[config.mk]
export PLATFORM = sky130hd
export DESIGN_NAME = mem_port_arbiter_flat
export DESIGN_NICKNAME = d
export VERILOG_FILES = /design/src/rtl/mem_port_arbiter_if.sv /design/src/rtl/mem_port_arbiter.sv /design/src/flat_wrapper.sv
export SDC_FILE = /design/constraint.sdc
export NUM_CORES = 1
export LEC_CHECK = 0
export CORE_MARGIN = 5
export CORE_UTILIZATION = 38
export CTS_BUF_LIST = sky130_fd_sc_hd__clkbuf_8
export CTS_CLUSTER_DIAMETER = 50
export DETAILED_ROUTE_END_ITERATION = 8
export GPL_TIMING_DRIVEN = 1
export PLACE_DENSITY = 0.79
export RECOVER_POWER = 50
export SYNTH_ARGS = -nofsm -noshare
export SYNTH_HDL_FRONTEND = slang
export SYNTH_SLANG_ARGS = --single-unit
[constraint.sdc]
create_clock -name clk -period 1.7 [get_ports clk]
set_clock_uncertainty 0.1 [all_clocks]
set_input_delay 0.17 -clock clk [delete_from_list [all_inputs] [get_ports clk]]
set_output_delay 0.17 -clock clk [all_outputs]
set_load 0.01 [all_outputs]
[src/rtl/mem_port_arbiter_if.sv]
// Bundle of requester-side and memory-controller-side signals of the memory port arbiter.
// The arbiter uses the slave view; a requester/controller model uses the master view.
interface mem_port_arbiter_if;
  logic [1:0]  req;
  logic [1:0]  wea;
  logic [3:0]  be0, be1;
  logic [31:0] addr0, addr1;
  logic [31:0] wdata0, wdata1;
  logic [2:0]  sc0, sc1;
  logic        lock;
  logic [1:0]  ack;
  logic [1:0]  err;
  logic [31:0] rdata;
  logic [3:0]  mem_en;
  logic        mem_wea;
  logic        mem_rea;
  logic [31:0] mem_addr;
  logic [31:0] mem_din;
  logic [2:0]  storecntrl;
  logic [31:0] mem_dout;
  logic        mem_hold;
  logic [1:0]  owner;

  modport slave (
    input  req, wea, be0, be1, addr0, addr1, wdata0, wdata1, sc0, sc1, lock,
    input  mem_dout, mem_hold,
    output ack, err, rdata, mem_en, mem_wea, mem_rea, mem_addr, mem_din, storecntrl, owner
  );

  modport master (
    output req, wea, be0, be1, addr0, addr1, wdata0, wdata1, sc0, sc1, lock,
    output mem_dout, mem_hold,
    input  ack, err, rdata, mem_en, mem_wea, mem_rea, mem_addr, mem_din, storecntrl, owner
  );
endinterface

[src/rtl/mem_port_arbiter.sv]
// Round-robin arbiter sharing the memory controller data port between the core (0) and the
// UART loader (1), with a programming-mode lock and a hold-stall timeout abort.
module mem_port_arbiter #(
  parameter int TIMEOUT = 255
) (
  input  logic               clk,
  input  logic               Rst_n,
  mem_port_arbiter_if.slave  bus
);

  typedef enum logic [1:0] {IDLE, BUSY, DONE} state_t;

  localparam logic [15:0] TcntLast = 16'(TIMEOUT - 1);

  state_t      state_q, state_d;
  logic        last_q, last_d;
  logic [1:0]  owner_q, owner_d;
  logic        abort_q, abort_d;
  logic [15:0] tcnt_q, tcnt_d;
  logic [31:0] rdata_q, rdata_d;
  logic        cmdWea_q, cmdWea_d;
  logic [3:0]  cmdBe_q, cmdBe_d;
  logic [31:0] cmdAddr_q, cmdAddr_d;
  logic [31:0] cmdWdata_q, cmdWdata_d;
  logic [2:0]  cmdSc_q, cmdSc_d;

  logic [1:0]  eligible;
  logic        winner;
  logic        inBusy, inDone;

  // In programming mode only the loader may compete; ties go to whoever was not served last.
  assign eligible = bus.lock ? {bus.req[1], 1'b0} : bus.req;
  assign winner   = (eligible == 2'b11) ? ~last_q : eligible[1];

  always_ff @(posedge clk or negedge Rst_n) begin
    if (!Rst_n) begin
      state_q    <= IDLE;
      last_q     <= 1'b1;
      owner_q    <= '0;
      abort_q    <= 1'b0;
      tcnt_q     <= '0;
      rdata_q    <= '0;
      cmdWea_q   <= 1'b0;
      cmdBe_q    <= '0;
      cmdAddr_q  <= '0;
      cmdWdata_q <= '0;
      cmdSc_q    <= '0;
    end else begin
      state_q    <= state_d;
      last_q     <= last_d;
      owner_q    <= owner_d;
      abort_q    <= abort_d;
      tcnt_q     <= tcnt_d;
      rdata_q    <= rdata_d;
      cmdWea_q   <= cmdWea_d;
      cmdBe_q    <= cmdBe_d;
      cmdAddr_q  <= cmdAddr_d;
      cmdWdata_q <= cmdWdata_d;
      cmdSc_q    <= cmdSc_d;
    end
  end

  always_comb begin
    state_d    = state_q;
    last_d     = last_q;
    owner_d    = owner_q;
    abort_d    = abort_q;
    tcnt_d     = tcnt_q;
    rdata_d    = rdata_q;
    cmdWea_d   = cmdWea_q;
    cmdBe_d    = cmdBe_q;
    cmdAddr_d  = cmdAddr_q;
    cmdWdata_d = cmdWdata_q;
    cmdSc_d    = cmdSc_q;

    case (state_q)
      IDLE: begin
        if (|eligible) begin
          state_d    = BUSY;
          last_d     = winner;
          owner_d    = winner ? 2'b10 : 2'b01;
          abort_d    = 1'b0;
          tcnt_d     = '0;
          cmdWea_d   = winner ? bus.wea[1] : bus.wea[0];
          cmdBe_d    = winner ? bus.be1    : bus.be0;
          cmdAddr_d  = winner ? bus.addr1  : bus.addr0;
          cmdWdata_d = winner ? bus.wdata1 : bus.wdata0;
          cmdSc_d    = winner ? bus.sc1    : bus.sc0;
        end
      end
      BUSY: begin
        if (!bus.mem_hold) begin
          state_d = DONE;
          if (!cmdWea_q) rdata_d = bus.mem_dout;
        end else if (tcnt_q == TcntLast) begin
          state_d = DONE;
          abort_d = 1'b1;
        end else if (tcnt_q != 16'hFFFF) begin
          tcnt_d = tcnt_q + 16'd1;
        end
      end
      DONE: begin
        state_d = IDLE;
        owner_d = '0;
      end
      default: state_d = IDLE;
    endcase
  end

  assign inBusy = (state_q == BUSY);
  assign inDone = (state_q == DONE);

  assign bus.mem_en     = inBusy ? cmdBe_q    : '0;
  assign bus.mem_wea    = inBusy & cmdWea_q;
  assign bus.mem_rea    = inBusy & ~cmdWea_q;
  assign bus.mem_addr   = inBusy ? cmdAddr_q  : '0;
  assign bus.mem_din    = inBusy ? cmdWdata_q : '0;
  assign bus.storecntrl = inBusy ? cmdSc_q    : '0;
  assign bus.ack        = (inDone && !abort_q) ? owner_q : '0;
  assign bus.err        = (inDone &&  abort_q) ? owner_q : '0;
  assign bus.rdata      = rdata_q;
  assign bus.owner      = owner_q;

endmodule

[src/flat_wrapper.sv]
// flat-port wrapper written by rule: the top's interface ports become plain ports
module mem_port_arbiter_flat 
#(
  parameter int TIMEOUT = 255
)
  (clk, Rst_n, bus_req, bus_wea, bus_be0, bus_be1, bus_addr0, bus_addr1, bus_wdata0, bus_wdata1, bus_sc0, bus_sc1, bus_lock, bus_mem_dout, bus_mem_hold, bus_ack, bus_err, bus_rdata, bus_mem_en, bus_mem_wea, bus_mem_rea, bus_mem_addr, bus_mem_din, bus_storecntrl, bus_owner);
  mem_port_arbiter_if bus_i ();
  input  logic clk;
  input  logic Rst_n;
  input wire logic [$bits(bus_i.req)-1:0] bus_req;
  input wire logic [$bits(bus_i.wea)-1:0] bus_wea;
  input wire logic [$bits(bus_i.be0)-1:0] bus_be0;
  input wire logic [$bits(bus_i.be1)-1:0] bus_be1;
  input wire logic [$bits(bus_i.addr0)-1:0] bus_addr0;
  input wire logic [$bits(bus_i.addr1)-1:0] bus_addr1;
  input wire logic [$bits(bus_i.wdata0)-1:0] bus_wdata0;
  input wire logic [$bits(bus_i.wdata1)-1:0] bus_wdata1;
  input wire logic [$bits(bus_i.sc0)-1:0] bus_sc0;
  input wire logic [$bits(bus_i.sc1)-1:0] bus_sc1;
  input wire logic [$bits(bus_i.lock)-1:0] bus_lock;
  input wire logic [$bits(bus_i.mem_dout)-1:0] bus_mem_dout;
  input wire logic [$bits(bus_i.mem_hold)-1:0] bus_mem_hold;
  output wire logic [$bits(bus_i.ack)-1:0] bus_ack;
  output wire logic [$bits(bus_i.err)-1:0] bus_err;
  output wire logic [$bits(bus_i.rdata)-1:0] bus_rdata;
  output wire logic [$bits(bus_i.mem_en)-1:0] bus_mem_en;
  output wire logic [$bits(bus_i.mem_wea)-1:0] bus_mem_wea;
  output wire logic [$bits(bus_i.mem_rea)-1:0] bus_mem_rea;
  output wire logic [$bits(bus_i.mem_addr)-1:0] bus_mem_addr;
  output wire logic [$bits(bus_i.mem_din)-1:0] bus_mem_din;
  output wire logic [$bits(bus_i.storecntrl)-1:0] bus_storecntrl;
  output wire logic [$bits(bus_i.owner)-1:0] bus_owner;
  assign bus_i.req = bus_req;
  assign bus_i.wea = bus_wea;
  assign bus_i.be0 = bus_be0;
  assign bus_i.be1 = bus_be1;
  assign bus_i.addr0 = bus_addr0;
  assign bus_i.addr1 = bus_addr1;
  assign bus_i.wdata0 = bus_wdata0;
  assign bus_i.wdata1 = bus_wdata1;
  assign bus_i.sc0 = bus_sc0;
  assign bus_i.sc1 = bus_sc1;
  assign bus_i.lock = bus_lock;
  assign bus_i.mem_dout = bus_mem_dout;
  assign bus_i.mem_hold = bus_mem_hold;
  assign bus_ack = bus_i.ack;
  assign bus_err = bus_i.err;
  assign bus_rdata = bus_i.rdata;
  assign bus_mem_en = bus_i.mem_en;
  assign bus_mem_wea = bus_i.mem_wea;
  assign bus_mem_rea = bus_i.mem_rea;
  assign bus_mem_addr = bus_i.mem_addr;
  assign bus_mem_din = bus_i.mem_din;
  assign bus_storecntrl = bus_i.storecntrl;
  assign bus_owner = bus_i.owner;
  mem_port_arbiter #(.TIMEOUT(TIMEOUT)) u_core (.clk(clk), .Rst_n(Rst_n), .bus(bus_i));
endmodule
## Yosys cells after proc, flatten, opt, wreduce, memory -nomap -nowiden

Index checks and enable logic that the tools add are counted.

- Register bits after elaboration: 126
- Bits in latches: 0
- Bits in writable memories: 0
- Memory bits (read-only): 0
- Input bits: 182
- Memories: 0

- Add/sub/neg operators: 1
- Multipliers: 0
- Div/mod/pow operators: 0
- Magnitude comparators: 0
- Eq/ne operators: 11
- Shift-type cells: 0
- Mux-type cells: 29
- Bitwise gates (word level): 5
- Reduce and logical (&&, ||, !) cells: 13

Operators by type and width:

| kind | count |
|---|---|
| $mux 32 | 4 |
| $mux 16 | 4 |
| $pmux 16 s2 | 1 |
| $add 16x1->16 const B | 1 |
| $eq 16x8->1 const B | 1 |
| $ne 16x16->1 const B | 1 |
| $mux 2 | 7 |
| $mux 4 | 2 |
| $ne 2x2->1 const B | 4 |
| $pmux 2 s2 | 2 |
| $mux 1 | 6 |
| $mux 3 | 2 |
| $reduce_and 2->1 | 3 |
| $reduce_and 5->1 | 1 |
| $eq 2x2->1 const B | 2 |
| $reduce_and 4->1 | 1 |
| $reduce_bool 2->1 | 2 |
| $ne 3x3->1 const B | 1 |
| $not 1->1 | 3 |
| $reduce_and 3->1 | 1 |
| $and 1x1->1 | 2 |
| $eq 2x1->1 const B | 1 |
| $logic_and 1x1->1 | 2 |
| $logic_not 2->1 | 1 |
| other kinds (4) | 4 |

## Longest topological paths before layout

- Depth after elaboration: 6
- Mapped depth: 8
- Gate-level depth less buffers: 6

## Worst setup path after synthesis

Ideal clock, no wire load.

- Path kind: flip-flop to flip-flop
- From: reg u_core.state_q[1]
- To: reg u_core.rdata_q[0] (netlist: u_core.bus.rdata[0])
- Arrival time: 1493 ps
- Data required time: 1475 ps
- Path slack: -18 ps
- Stages on the path, launching flop included: 6
- Period minus slack after synthesis: 1718 ps
- Cells stage by stage: dfrtp_1 > nand2b_1 > clkbuf_1 > nor3_2 > buf_4 > mux2_2

- Cells in the longest elaborated chain, start to end: 2

RTL lines:

| what | line | RTL |
|---|---|---|
| start: declaration | mem_port_arbiter.sv:15 | `state_t state_q, state_d;` |
| start signal: assignment | mem_port_arbiter.sv:49 | `state_q <= state_d;` |
| $eq 2x1->1 | mem_port_arbiter.sv:76 | `case (state_q)` |
| $reduce_and 3->1 (no source line) | - |  |
| end signal: assignment | mem_port_arbiter.sv:54 | `rdata_q <= rdata_d;` |
| end: declaration | mem_port_arbiter.sv:20 | `logic [31:0] rdata_q, rdata_d;` |

No other way between the ends.
A chain may end at the register's enable or synchronous reset.

## Worst setup path after layout

- From: reg u_core.state_q[0]
- To: reg u_core.cmdAddr_q[23]

- Cells in the longest elaborated chain, start to end: 2

RTL lines:

| what | line | RTL |
|---|---|---|
| $logic_not 2->1 | mem_port_arbiter.sv:76 |  |
| $reduce_and 2->1 (no source line) | - |  |
| end signal: assignment | mem_port_arbiter.sv:57 | `cmdAddr_q <= cmdAddr_d;` |
| end: declaration | mem_port_arbiter.sv:23 | `logic [31:0] cmdAddr_q, cmdAddr_d;` |

No other way between the ends.

==> run_results.csv <==
group,metric,value,unit
pwr,peakVddDrop,0.9912,mV
critical_path,cp-end-kind,"register",
floorplanning,die_y,135.7,um
route,wl_per_cell,22.10,um
layout,area.growth.synth_to_final,91.44,%
route,vias,6246,
logic_synthesis,synth_edf_count,0,
hold_path,hold_class,"in2reg",
route,drt_iter0_drc,663,
layout,drive_above_1_share,0.3801,
logic_synthesis,synth_area,0.006007,mm2
global_routing,grt_pass1_wl,32910,um
sta,finalCritPeriodShare,1.233,
placed_design,place_congestion,0.8084,
outcome,violations,"setup timing",
clock_tree,cts_buffers,17,
sta,rsz0062_at_grt,"yes",
critical_path,r2r_slack,-0.40,ns
sta,hold_viol_final,0,
pwr,p_total,19.91,mW
floorplanning,dieArea,0.01842,mm2
logic_synthesis,seq_area_frac_synth,0.5251,
floorplanning,start_util,0.3823,
logic_synthesis,syn-num-nets,728,
floorplanning,fp.dieW,135.7,um
route,drtAntennaViolNets,0,
clock_tree,clk_pin_slew,0.08,ns
route,routed_wirelength,25720,um
route,viasPerCell,5.366,
floorplanning,ios,293,
logic_synthesis,synth-async-reset-ratio,1.000,
sta,setup_viol,200,
logic_synthesis,syn_inst,544,
global_routing,grt_max_degree,62,
floorplanning,core_area,0.01571,mm2
logic_synthesis,yosys_register_bits,126,
logic_synthesis,synthFlopType,"dfrtp_1",
clock_tree,clock_sinks,126,
clock_tree,htreeDepth,4,
critical_path,critPathLaunchType,"register",
layout,design_area,0.01150,mm2
global_routing,antenna_found_initial,1,
pwr,cellLeakagePower,5.601,nW
sta,fin_crit,2.097,ns
critical_path,crit_fanout,10,
logic_synthesis,synth_area_leaders,"dfrtp_1, a222oi_1, and2_1",
route,drc,0,
critical_path,cp_data_arrival_time,2.33,ns
clock_tree,clock_path_buffers,2,
placed_design,post-dp-hpwl,14500,um
layout,fin_util,0.7319,
critical_path,required,1.93,ns
sta,slew_viol_final,0,
pwr,power_per_cell_area,1731,mW/mm2
sta,fin_ws,-0.3965,ns
clock_tree,clk_latency,0.46,ns
layout,nets,1118,
route,drtPass1Iterations,6,
logic_synthesis,yosysTopAreaCell,"dfrtp_1",
clock_tree,cts_tree,"built",
logic_synthesis,synth.distinct_cells,47,
logic_synthesis,yosysTopAreaCellShare,0.5207,
flow_run,drv_cap,0,
sta,worst_pin_slew,0.8830,ns
placed_design,portBuffers,292,
global_routing,track_usage,0.2322,
sta,max_freq,477.0,MHz
logic_synthesis,avgSynthCellArea,11.04,um2
global_routing,grt_overflow_total,0,
critical_path,path_class,"reg2reg",
logic_synthesis,yosys_warnings,0,
sta,slew_headroom,0.4113,
floorplanning,rows,46,
outcome,status,"finished, violations left",
layout,nFillCells,1059,
placed_design,placed_area,0.009402,mm2
clock_tree,cts_root_buf,"clkbuf_8",
global_routing,grt_pass1_vias,6109,
-- repair_timing --
item | in CTS | in global routing
endpoints found under the setup margin | 194 | 210
gates cloned | 8 | 18
hold endpoints to repair | 125 | 0
buffers inserted | 19 | 33
gates resized for setup | 264 | 312
hold buffers | 2 | 0
pin swaps | 4 | 80
-- cells in the mapped netlist, types with 2 or more instances --
library cell,number
and3_1,6
nor3_2,2
dfrtp_1,125
a222oi_1,72
xor2_1,2
o21ai_0,10
mux2_2,31
nand2_1,20
and2_1,72
nand4b_1,3
buf_4,13
clkbuf_1,15
and4_1,3
inv_1,77
nor2_1,10
buf_2,5
ha_1,2
nor3_1,3
nand3_1,13
nand2b_1,2
buf_6,11
o22ai_1,2
a31oi_1,4
nand4_1,5
mux2i_1,2
nor2b_1,3
a21oi_1,11
-- placed cells by master (no fill, tap or decap), drive strengths merged, types with 5 or more instances in the layout --
| master | instances |
|---|---|
| nor2 | 10 |
| nand4 | 5 |
| nand2 | 21 |
| o21ai | 12 |
| clkbuf | 36 |
| a21oi | 12 |
| nand3 | 13 |
| dfrtp | 125 |
| dlymetal6s2s | 9 |
| nor3 | 6 |
| mux2 | 32 |
| and3 | 6 |
| and2 | 72 |
| clkdlybuf4s50 | 205 |
| a222oi | 72 |
| buf | 178 |
| inv | 81 |
-- sequential cells by signal, indices dropped and copies added (netlist names) --
register           count
u_core.cmdBe_q         4
u_core.state_q         2
u_core.abort_q         1
u_core.tcnt_q         16
u_core.cmdWea_q        1
u_core.last_q          1
u_core.cmdSc_q         3
u_core.bus.owner       2
u_core.cmdWdata_q     32
u_core.cmdAddr_q      32
u_core.bus.rdata      32
-- path summary, 6_finish.rpt --
kind / cells past startpoint / startpoint / end
max: 8 / u_core.state_q[0] / u_core.cmdAddr_q[23]
min: 3 / bus_addr0[20] / u_core.cmdAddr_q[20]
max reg2reg: 8 / u_core.state_q[0] / u_core.cmdAddr_q[23]
min reg2reg: 2 / u_core.cmdWdata_q[15] / u_core.cmdWdata_q[15]
max in group asynchronous: 3 / Rst_n / u_core.cmdWdata_q[6]
min in group asynchronous: 3 / Rst_n / u_core.bus.rdata[22]
-- cells by family after synthesis --
logic type / after synthesis / share of synthesized area
xor+xnor: 2 / 0.002917
buf+inv: 121 / 0.09852
compound gates: 110 / 0.1598
simple gates: 149 / 0.1462
flops: 126 / 0.5251
fa+ha+maj: 2 / 0.004165
mux: 34 / 0.06332
-- metrics by stage --
step	cells	setup slack, ns	hold slack, ns	setup TNS, ns
final	1164	-0.3965	0.2230	-47.10
after global placement	1055	-0.3032	-0.09017	-28.92
after detailed placement	1055	-0.3624	-0.08907	-30.53
after CTS	1116	-0.5236	0.1927	-59.88
after global routing	1164	-0.4832	0.2073	-61.43
after floorplan	544	0.02861	-0.2256	0
-- critical path, cell delays in order, from the launching register on --
cell       delay, ns
dfrtp_1         0.39
buf_6           0.13
buf_6           0.11
buf_6           0.11
a211o_4         0.31
buf_8           0.14
bufbuf_16       0.28
a222oi_1        0.30
inv_1           0.09
-- layout make-up --
class | count | area, um2 | area share
Inverter | 77 | 289.0 | 0.02513
Clock inverter | 13 | 162.7 | 0.01414
Tap cell | 216 | 270.3 | 0.02350
Clock buffer | 19 | 261.5 | 0.02274
Multi-Input combinational cell | 297 | 2719 | 0.2364
Antenna cell | 1 | 2.502 | 0.0002176
Timing Repair Buffer | 415 | 4641 | 0.4035
Sequential cell | 126 | 3154 | 0.2743
-- layer usage --
metal  track usage  part of all wire
met5             0                 0
met4       0.09015             0.027
met3       0.08804              0.10
met2        0.3711              0.50
met1        0.2853              0.38
-- where the power goes --
| part | internal (mW) | switching (mW) | leakage, nW | total, mW |
|---|---|---|---|---|
| registers | 4.36 | 0.887 | 1.54 | 5.25 |
| logic | 7.08 | 4.72 | 3.84 | 11.8 |
| clock network | 1.54 | 1.32 | 0.214 | 2.85 |
Note: power is estimated with default switching activity, not from simulation.
